[config.mk]
export PLATFORM = sky130hd
export DESIGN_NAME = seg_scan_mux
export DESIGN_NICKNAME = d
export VERILOG_FILES = /design/src/rtl/seg_scan_mux.sv
export SDC_FILE = /design/constraint.sdc
export NUM_CORES = 1
export LEC_CHECK = 0
export CORE_ASPECT_RATIO = 0.7
export CORE_MARGIN = 2
export CORE_UTILIZATION = 35
export DETAILED_ROUTE_END_ITERATION = 6
export PLACE_DENSITY = 0.54
export SYNTH_ARGS = -nofsm -noshare
export SYNTH_HDL_FRONTEND = slang
export SYNTH_SLANG_ARGS = --single-unit
[constraint.sdc]
create_clock -name CLK -period 3.48 [get_ports CLK]
set_input_delay 0.87 -clock CLK [delete_from_list [all_inputs] [get_ports CLK]]
set_output_delay 0.87 -clock CLK [all_outputs]
set_load 0.1 [all_outputs]
[src/rtl/seg_scan_mux.sv]
// Eight-digit seven-segment scan controller: walks the nibbles of a 32-bit value
// onto the decoder bus and drives active-low anodes/DP with a per-slot dead time.
module seg_scan_mux #(
    parameter int unsigned CLK_DIV = 100000,
    parameter int unsigned GUARD   = 4
) (
    input  logic        CLK,
    input  logic        RST,
    input  logic [31:0] VALUE,
    input  logic        LOAD,
    input  logic [7:0]  DP_MASK,
    input  logic        BLANK_LZ,
    output logic [3:0]  D,
    output logic [7:0]  AN,
    output logic        DP,
    output logic        FRAME
);

    localparam int CW = 24;

    typedef enum logic {S_GUARD, S_SHOW} slot_state_t;

    slot_state_t r_state, w_state_nxt;

    logic [CW-1:0] r_cnt, w_cnt_nxt;
    logic [2:0]    r_idx, w_idx_nxt;
    logic          r_run;

    logic [31:0]   r_pend_val, r_disp_val, w_dval_nxt;
    logic [7:0]    r_pend_dp,  r_disp_dp,  w_ddp_nxt;
    logic          r_pend_lz,  r_disp_lz,  w_dlz_nxt;

    logic [3:0]    r_d,  w_d_nxt;
    logic [7:0]    r_an, w_an_nxt;
    logic          r_dp, w_dp_nxt;
    logic          r_frame, w_frame_nxt;

    logic          w_wrap;
    logic          w_boundary;
    logic [7:0]    w_blank;

    // Outputs are registered from next-state values so they line up with the
    // cnt/idx of the cycle they are visible in.
    assign D     = r_d;
    assign AN    = r_an;
    assign DP    = r_dp;
    assign FRAME = r_frame;

    // r_run is clear for the first edge after reset, which opens the digit-0 slot
    // without advancing the counter.
    always_comb begin
        w_wrap    = (r_cnt == CW'(CLK_DIV - 1));
        w_cnt_nxt = r_cnt;
        w_idx_nxt = r_idx;
        if (!r_run) begin
            w_cnt_nxt = '0;
            w_idx_nxt = '0;
        end else if (w_wrap) begin
            w_cnt_nxt = '0;
            w_idx_nxt = r_idx + 3'd1;
        end else begin
            w_cnt_nxt = r_cnt + CW'(1);
        end
    end

    assign w_boundary = !r_run || (w_wrap && (r_idx == 3'd7));

    // Display registers only move at a frame boundary; the old pending contents
    // win if a LOAD lands on that same edge.
    assign w_dval_nxt = w_boundary ? r_pend_val : r_disp_val;
    assign w_ddp_nxt  = w_boundary ? r_pend_dp  : r_disp_dp;
    assign w_dlz_nxt  = w_boundary ? r_pend_lz  : r_disp_lz;

    assign w_blank[0] = 1'b0;
    for (genvar gi = 1; gi < 8; gi++) begin : g_blank
        assign w_blank[gi] = w_dlz_nxt && (w_dval_nxt[31:4*gi] == '0);
    end

    always_ff @(posedge CLK) begin
        if (RST) begin
            r_state <= S_GUARD;
        end else begin
            r_state <= w_state_nxt;
        end
    end

    always_comb begin
        w_state_nxt = r_state;
        w_an_nxt    = 8'hFF;
        w_dp_nxt    = 1'b1;
        w_d_nxt     = r_d;
        w_frame_nxt = (w_cnt_nxt == '0) && (w_idx_nxt == 3'd0);

        case (r_state)
            S_GUARD: if (w_cnt_nxt >= CW'(GUARD)) w_state_nxt = S_SHOW;
            S_SHOW:  if (w_cnt_nxt == '0)         w_state_nxt = S_GUARD;
            default: w_state_nxt = S_GUARD;
        endcase

        if (w_state_nxt == S_SHOW) begin
            w_dp_nxt = ~w_ddp_nxt[w_idx_nxt];
            if (!w_blank[w_idx_nxt])
                w_an_nxt = ~(8'h01 << w_idx_nxt);
        end

        if (w_cnt_nxt == '0)
            w_d_nxt = w_dval_nxt[{w_idx_nxt, 2'b00} +: 4];
    end

    always_ff @(posedge CLK) begin
        if (RST) begin
            r_cnt      <= '0;
            r_idx      <= '0;
            r_run      <= 1'b0;
            r_pend_val <= '0;
            r_pend_dp  <= '0;
            r_pend_lz  <= 1'b0;
            r_disp_val <= '0;
            r_disp_dp  <= '0;
            r_disp_lz  <= 1'b0;
            r_d        <= 4'h0;
            r_an       <= 8'hFF;
            r_dp       <= 1'b1;
            r_frame    <= 1'b0;
        end else begin
            r_cnt      <= w_cnt_nxt;
            r_idx      <= w_idx_nxt;
            r_run      <= 1'b1;
            r_disp_val <= w_dval_nxt;
            r_disp_dp  <= w_ddp_nxt;
            r_disp_lz  <= w_dlz_nxt;
            if (LOAD) begin
                r_pend_val <= VALUE;
                r_pend_dp  <= DP_MASK;
                r_pend_lz  <= BLANK_LZ;
            end
            r_d        <= w_d_nxt;
            r_an       <= w_an_nxt;
            r_dp       <= w_dp_nxt;
            r_frame    <= w_frame_nxt;
        end
    end

endmodule
==> results.tsv <==
stage	metric	value	unit
finish	area taken by flip-flops and latches	2502	sq um
drt	DRC violations left	0	
finish	diode count	0	
placed_design	setup slack after placement	0.4494	ns
placed_design	detailed-placement wirelength estimate	11900	um
logic_synthesis	Post-Synthesis Net Count	730	
logic_synthesis	warnings from Yosys	0	
global_routing	GRT Total Usage	18.61	%
finish	Layout Area Growth over Synthesis	21.89	%
logic_synthesis	sequential share of the synthesized area	41.98	%
timing	fin crit period	3.124	ns
timing	Setup TNS Final	0	ns
power	part of the total power dissipated in the clock network	50.9	%
worst_setup_path	worst r2r src	r_cnt[0]	
timing	final-report setup violation count	0	
worst_setup_path	most frequent cell on the critical path	sky130_fd_sc_hd__mux2i_1	
worst_hold_path	WHS Path Cells	2	
clock_tree	Sinks on Clock Net	125	
placed_design	Placer Congestion	0.8624	
drt	Detailed Route Iter0 Violations	325	
timing	number of hold violations in the final report	0	
logic_synthesis	post-synth design cell area	5961	sq um
clock_tree	clock buffer count from CTS	17	
power	PD cells	508.2	nW/um^2
drt	length of the first detailed-routing pass in iterations	5	
worst_setup_path	peak per-stage delay on the critical path	0.60	ns
floorplanning	Starting Density	36.14	%
drt	ANT nets after route	0	
power	share of power burned in registers	41.4	%
worst_setup_path	type of the worst setup path	reg -> reg	
clock_tree	clock root buffer	sky130_fd_sc_hd__clkbuf_16	
power	combinational power share	7.8	%
global_routing	first-pass GRT wire length	26440	um
worst_setup_path	Reg2Reg Depth	10	
worst_setup_path	endpoint of the worst-slack reg-to-reg timing path	D[0]	
clock_tree	clock transition at the registers of the reported paths	0.06	ns
logic_synthesis	flops & latches, synth	125	
timing	final worst-path cycle share	89.78	%
clock_tree	hold buffers post-CTS	0	
worst_hold_path	hold path start	r_disp_lz	
timing	final number of max-transition violations	0	
worst_setup_path	critical path, cell by cell	ha_1 -> nand4_2 -> or4_4 -> nor2_4 -> mux2i_1 -> buf_4 -> mux2i_1 -> a211oi_1 -> nor3_1 -> o32ai_1	
power	net switching component of the power	876.1	uW
global_routing	largest net degree at the start of global routing	50	
floorplanning	height of the die	113.2	um
clock_tree	# Post-CTS Setup Buffers	0	
global_routing	number of antenna violations at the first check in global routing	0	
clock_tree	CTS tree	yes	
timing	worst relative slew slack	37.50	%
worst_setup_path	Crit-path slowest cell	sky130_fd_sc_hd__or4_4	
clock_tree	clock buffer depth	2	
worst_setup_path	buffers and inverters on the worst path	1	
global_routing	total overflow reported by the global router	0	
floorplanning	overall die area	18110	sq um
floorplanning	FP Rows	39	
power	cell-internal power	2.816	mW
worst_setup_path	critical path depth	10	
drt	overall via count from detail_route	5065	
worst_hold_path	end point of the most critical hold path	r_disp_lz	
timing	final worst setup slack	0.3556	ns
worst_setup_path	endpoint kind of the worst setup timing path	flip-flop	
timing	maximum clock rate	0.3201	GHz
power	leakage power figure	2.765	nW
timing	measured slew at the worst slew-check pin	0.9289	ns
drt	Via density	5.265	
timing	clk_skew	0.01172	ns
timing	RSZ-0062 raised after global routing	false	
worst_setup_path	family of cells with the greatest summed delay on the critical path	simple AND/OR/NAND/NOR gates	
finish	final standard cell area without fillers	7266	sq um
finish	share of final-layout standard cells stronger than drive strength 1	11.26	%
worst_setup_path	worst endpoint data arrival time	3.44	ns
logic_synthesis	commonest register cell after synthesis	sky130_fd_sc_hd__dfxtp_1	
outcome	result of the run	completed	
floorplanning	Die X	160.0	um
logic_synthesis	ys async rst share	0	%
worst_setup_path	startpoint type of the worst setup path	flip-flop	
clock_tree	CTS H-tree depth	4	
power	switching share of power	23.73	%
finish	final net count	771	
worst_setup_path	maximum fanout count along the critical path	8	
drt	routed length per instance	16.76	um
floorplanning	Top Ports	58	
worst_setup_path	data required time at the worst endpoint	3.79	ns
run	MaxCap Viol Count	0	
placed_design	input/output buffers	57	
clock_tree	Worst-Skew Late Latency	0.42	ns
power	largest vdd supply drop	0.2426	mV
logic_synthesis	Netlist cell types	70	
floorplanning	core footprint	16490	sq um
logic_synthesis	Mean Syn Cell Area	8.727	sq um
worst_setup_path	worst setup slack for register-to-register paths	0.36	ns
finish	Filler Cells Inserted	1643	
logic_synthesis	gate count after technology mapping	683	
finish	core utilization of the finished layout	44.05	%
placed_design	dpl cell area	6643	sq um
global_routing	via count of the first global-routing pass	4812	
worst_hold_path	worst min-delay path class	reg -> reg	
drt	routed wire length	16120	um
logic_synthesis	number of flops mapped to enable cells by yosys	0	
clock_tree	count of instances resized after the clock tree is built	0	
finish	area of the multi-input gates	3171	sq um
## cell families after synthesis
kind of cell | Yosys count | share of synthesized area [%]
adders and majority gates | 3 | 0.6298
muxes | 78 | 13.25
buffers and inverters | 61 | 4.849
AOI/OAI and AO/OA | 109 | 12.36
xor gates and xnor gates | 26 | 3.820
DFF | 125 | 41.98
and+or+nand+nor | 281 | 23.11
## worst reg2reg max path, delay by kind of cell, from the launching register on
| kind | cells | cell delay [ns] |
|---|---|---|
| AO/OA/AOI/OAI | 2 | 0.63 |
| adder cells (fa/ha/maj) | 1 | 0.22 |
| buffers and inverters | 1 | 0.21 |
| flip-flops | 1 | 0.40 |
| multiplexers | 2 | 0.40 |
| AND/OR/NAND/NOR | 4 | 1.15 |
## per-stage QoR
step,instances,power [mW],hold WS (ns)
global placement,930,1.836,0.4395
global route,962,3.855,0.4746
detailed placement,930,1.844,0.4455
finish,962,3.692,0.4517
floorplan,683,1.730,0.4312
CTS,962,3.737,0.4535
## cells in the mapped netlist (all sizes together), types with 7 or more instances
cell type / count / area (sq um)
a211oi: 10 / 80.07
nor3: 10 / 50.05
buf: 24 / 148.9
mux2i: 74 / 740.7
xor2: 12 / 105.1
nand3: 18 / 90.09
nor2: 101 / 386.6
or4: 9 / 71.32
o21ai: 21 / 112.6
and2: 7 / 43.79
xnor2: 14 / 122.6
dfxtp: 125 / 2502
nand4: 12 / 81.33
o22ai: 8 / 50.05
inv: 12 / 45.04
nand2: 71 / 266.5
a21oi: 32 / 171.4
clkbuf: 25 / 95.09
nor4: 19 / 125.1
## cell usage in the layout (no fill, tap or decap), types with 9 or more instances in the layout
master / count
sky130_fd_sc_hd__dfxtp_1: 125
sky130_fd_sc_hd__nor2_1: 100
sky130_fd_sc_hd__mux2i_1: 74
sky130_fd_sc_hd__nand2_1: 71
sky130_fd_sc_hd__clkdlybuf4s50_1: 41
sky130_fd_sc_hd__a21oi_1: 31
sky130_fd_sc_hd__buf_4: 27
sky130_fd_sc_hd__nor4_1: 18
sky130_fd_sc_hd__nand3_1: 18
sky130_fd_sc_hd__clkbuf_16: 17
sky130_fd_sc_hd__xnor2_1: 14
sky130_fd_sc_hd__o21ai_0: 12
sky130_fd_sc_hd__xor2_1: 12
sky130_fd_sc_hd__inv_1: 11
sky130_fd_sc_hd__nand4_1: 11
sky130_fd_sc_hd__nor3_1: 10
sky130_fd_sc_hd__a211oi_1: 9
## flip-flops by register name (all words and copies together) (netlist names)
name	flops
r_disp_dp	8
AN	8
r_disp_val	32
r_pend_dp	8
r_idx	3
D	4
DP	1
r_state	1
FRAME	1
r_disp_lz	1
r_run	1
r_pend_val	32
r_cnt	24
r_pend_lz	1
## area by class of cell
class                   instances  area share, %
clock inverters                13          2.618
multi-input cells             497          43.64
clock buffers                  19          5.958
flip-flops and latches        125          34.44
repair buffers                 71          8.851
inverters                      12         0.6199
well taps                     225          3.875
## how the worst max path moves through the flow
stage          slack [ns]  startpoint  endpoint
2_1_floorplan        0.52    r_cnt[0]      D[1]
3_5_place_dp         0.45    r_cnt[0]      D[1]
4_1_cts              0.40    r_cnt[0]      D[0]
6_report             0.36    r_cnt[0]      D[0]
3_3_place_gp         0.51    r_cnt[0]      D[1]
5_1_grt              0.13    r_cnt[0]      D[1]
## per-layer routing
| metal | wire length [um] | global-route usage, % | part of all wire, % | vias to the layer above |
|---|---|---|---|---|
| met5 | 0 | 0 | 0 | - |
| met4 | 189 | 5.465 | 1.2 | 0 |
| met3 | 962 | 5.132 | 6.0 | 17 |
| met2 | 6413 | 25.14 | 40 | 131 |
| met1 | 8556 | 28.31 | 53 | 2400 |
| li1 | - | - | - | 2517 |
## power groups by stage
stage	Combinational, mW	Clock [mW]	Sequential (mW)
2_1_floorplan	0.165	0	1.57
3_3_place_gp	0.279	0	1.56
3_5_place_dp	0.285	0	1.56
4_1_cts	0.288	1.92	1.53
5_1_grt	0.312	2.01	1.53
6_report	0.287	1.88	1.53
Power figures use the tool's default switching activity.
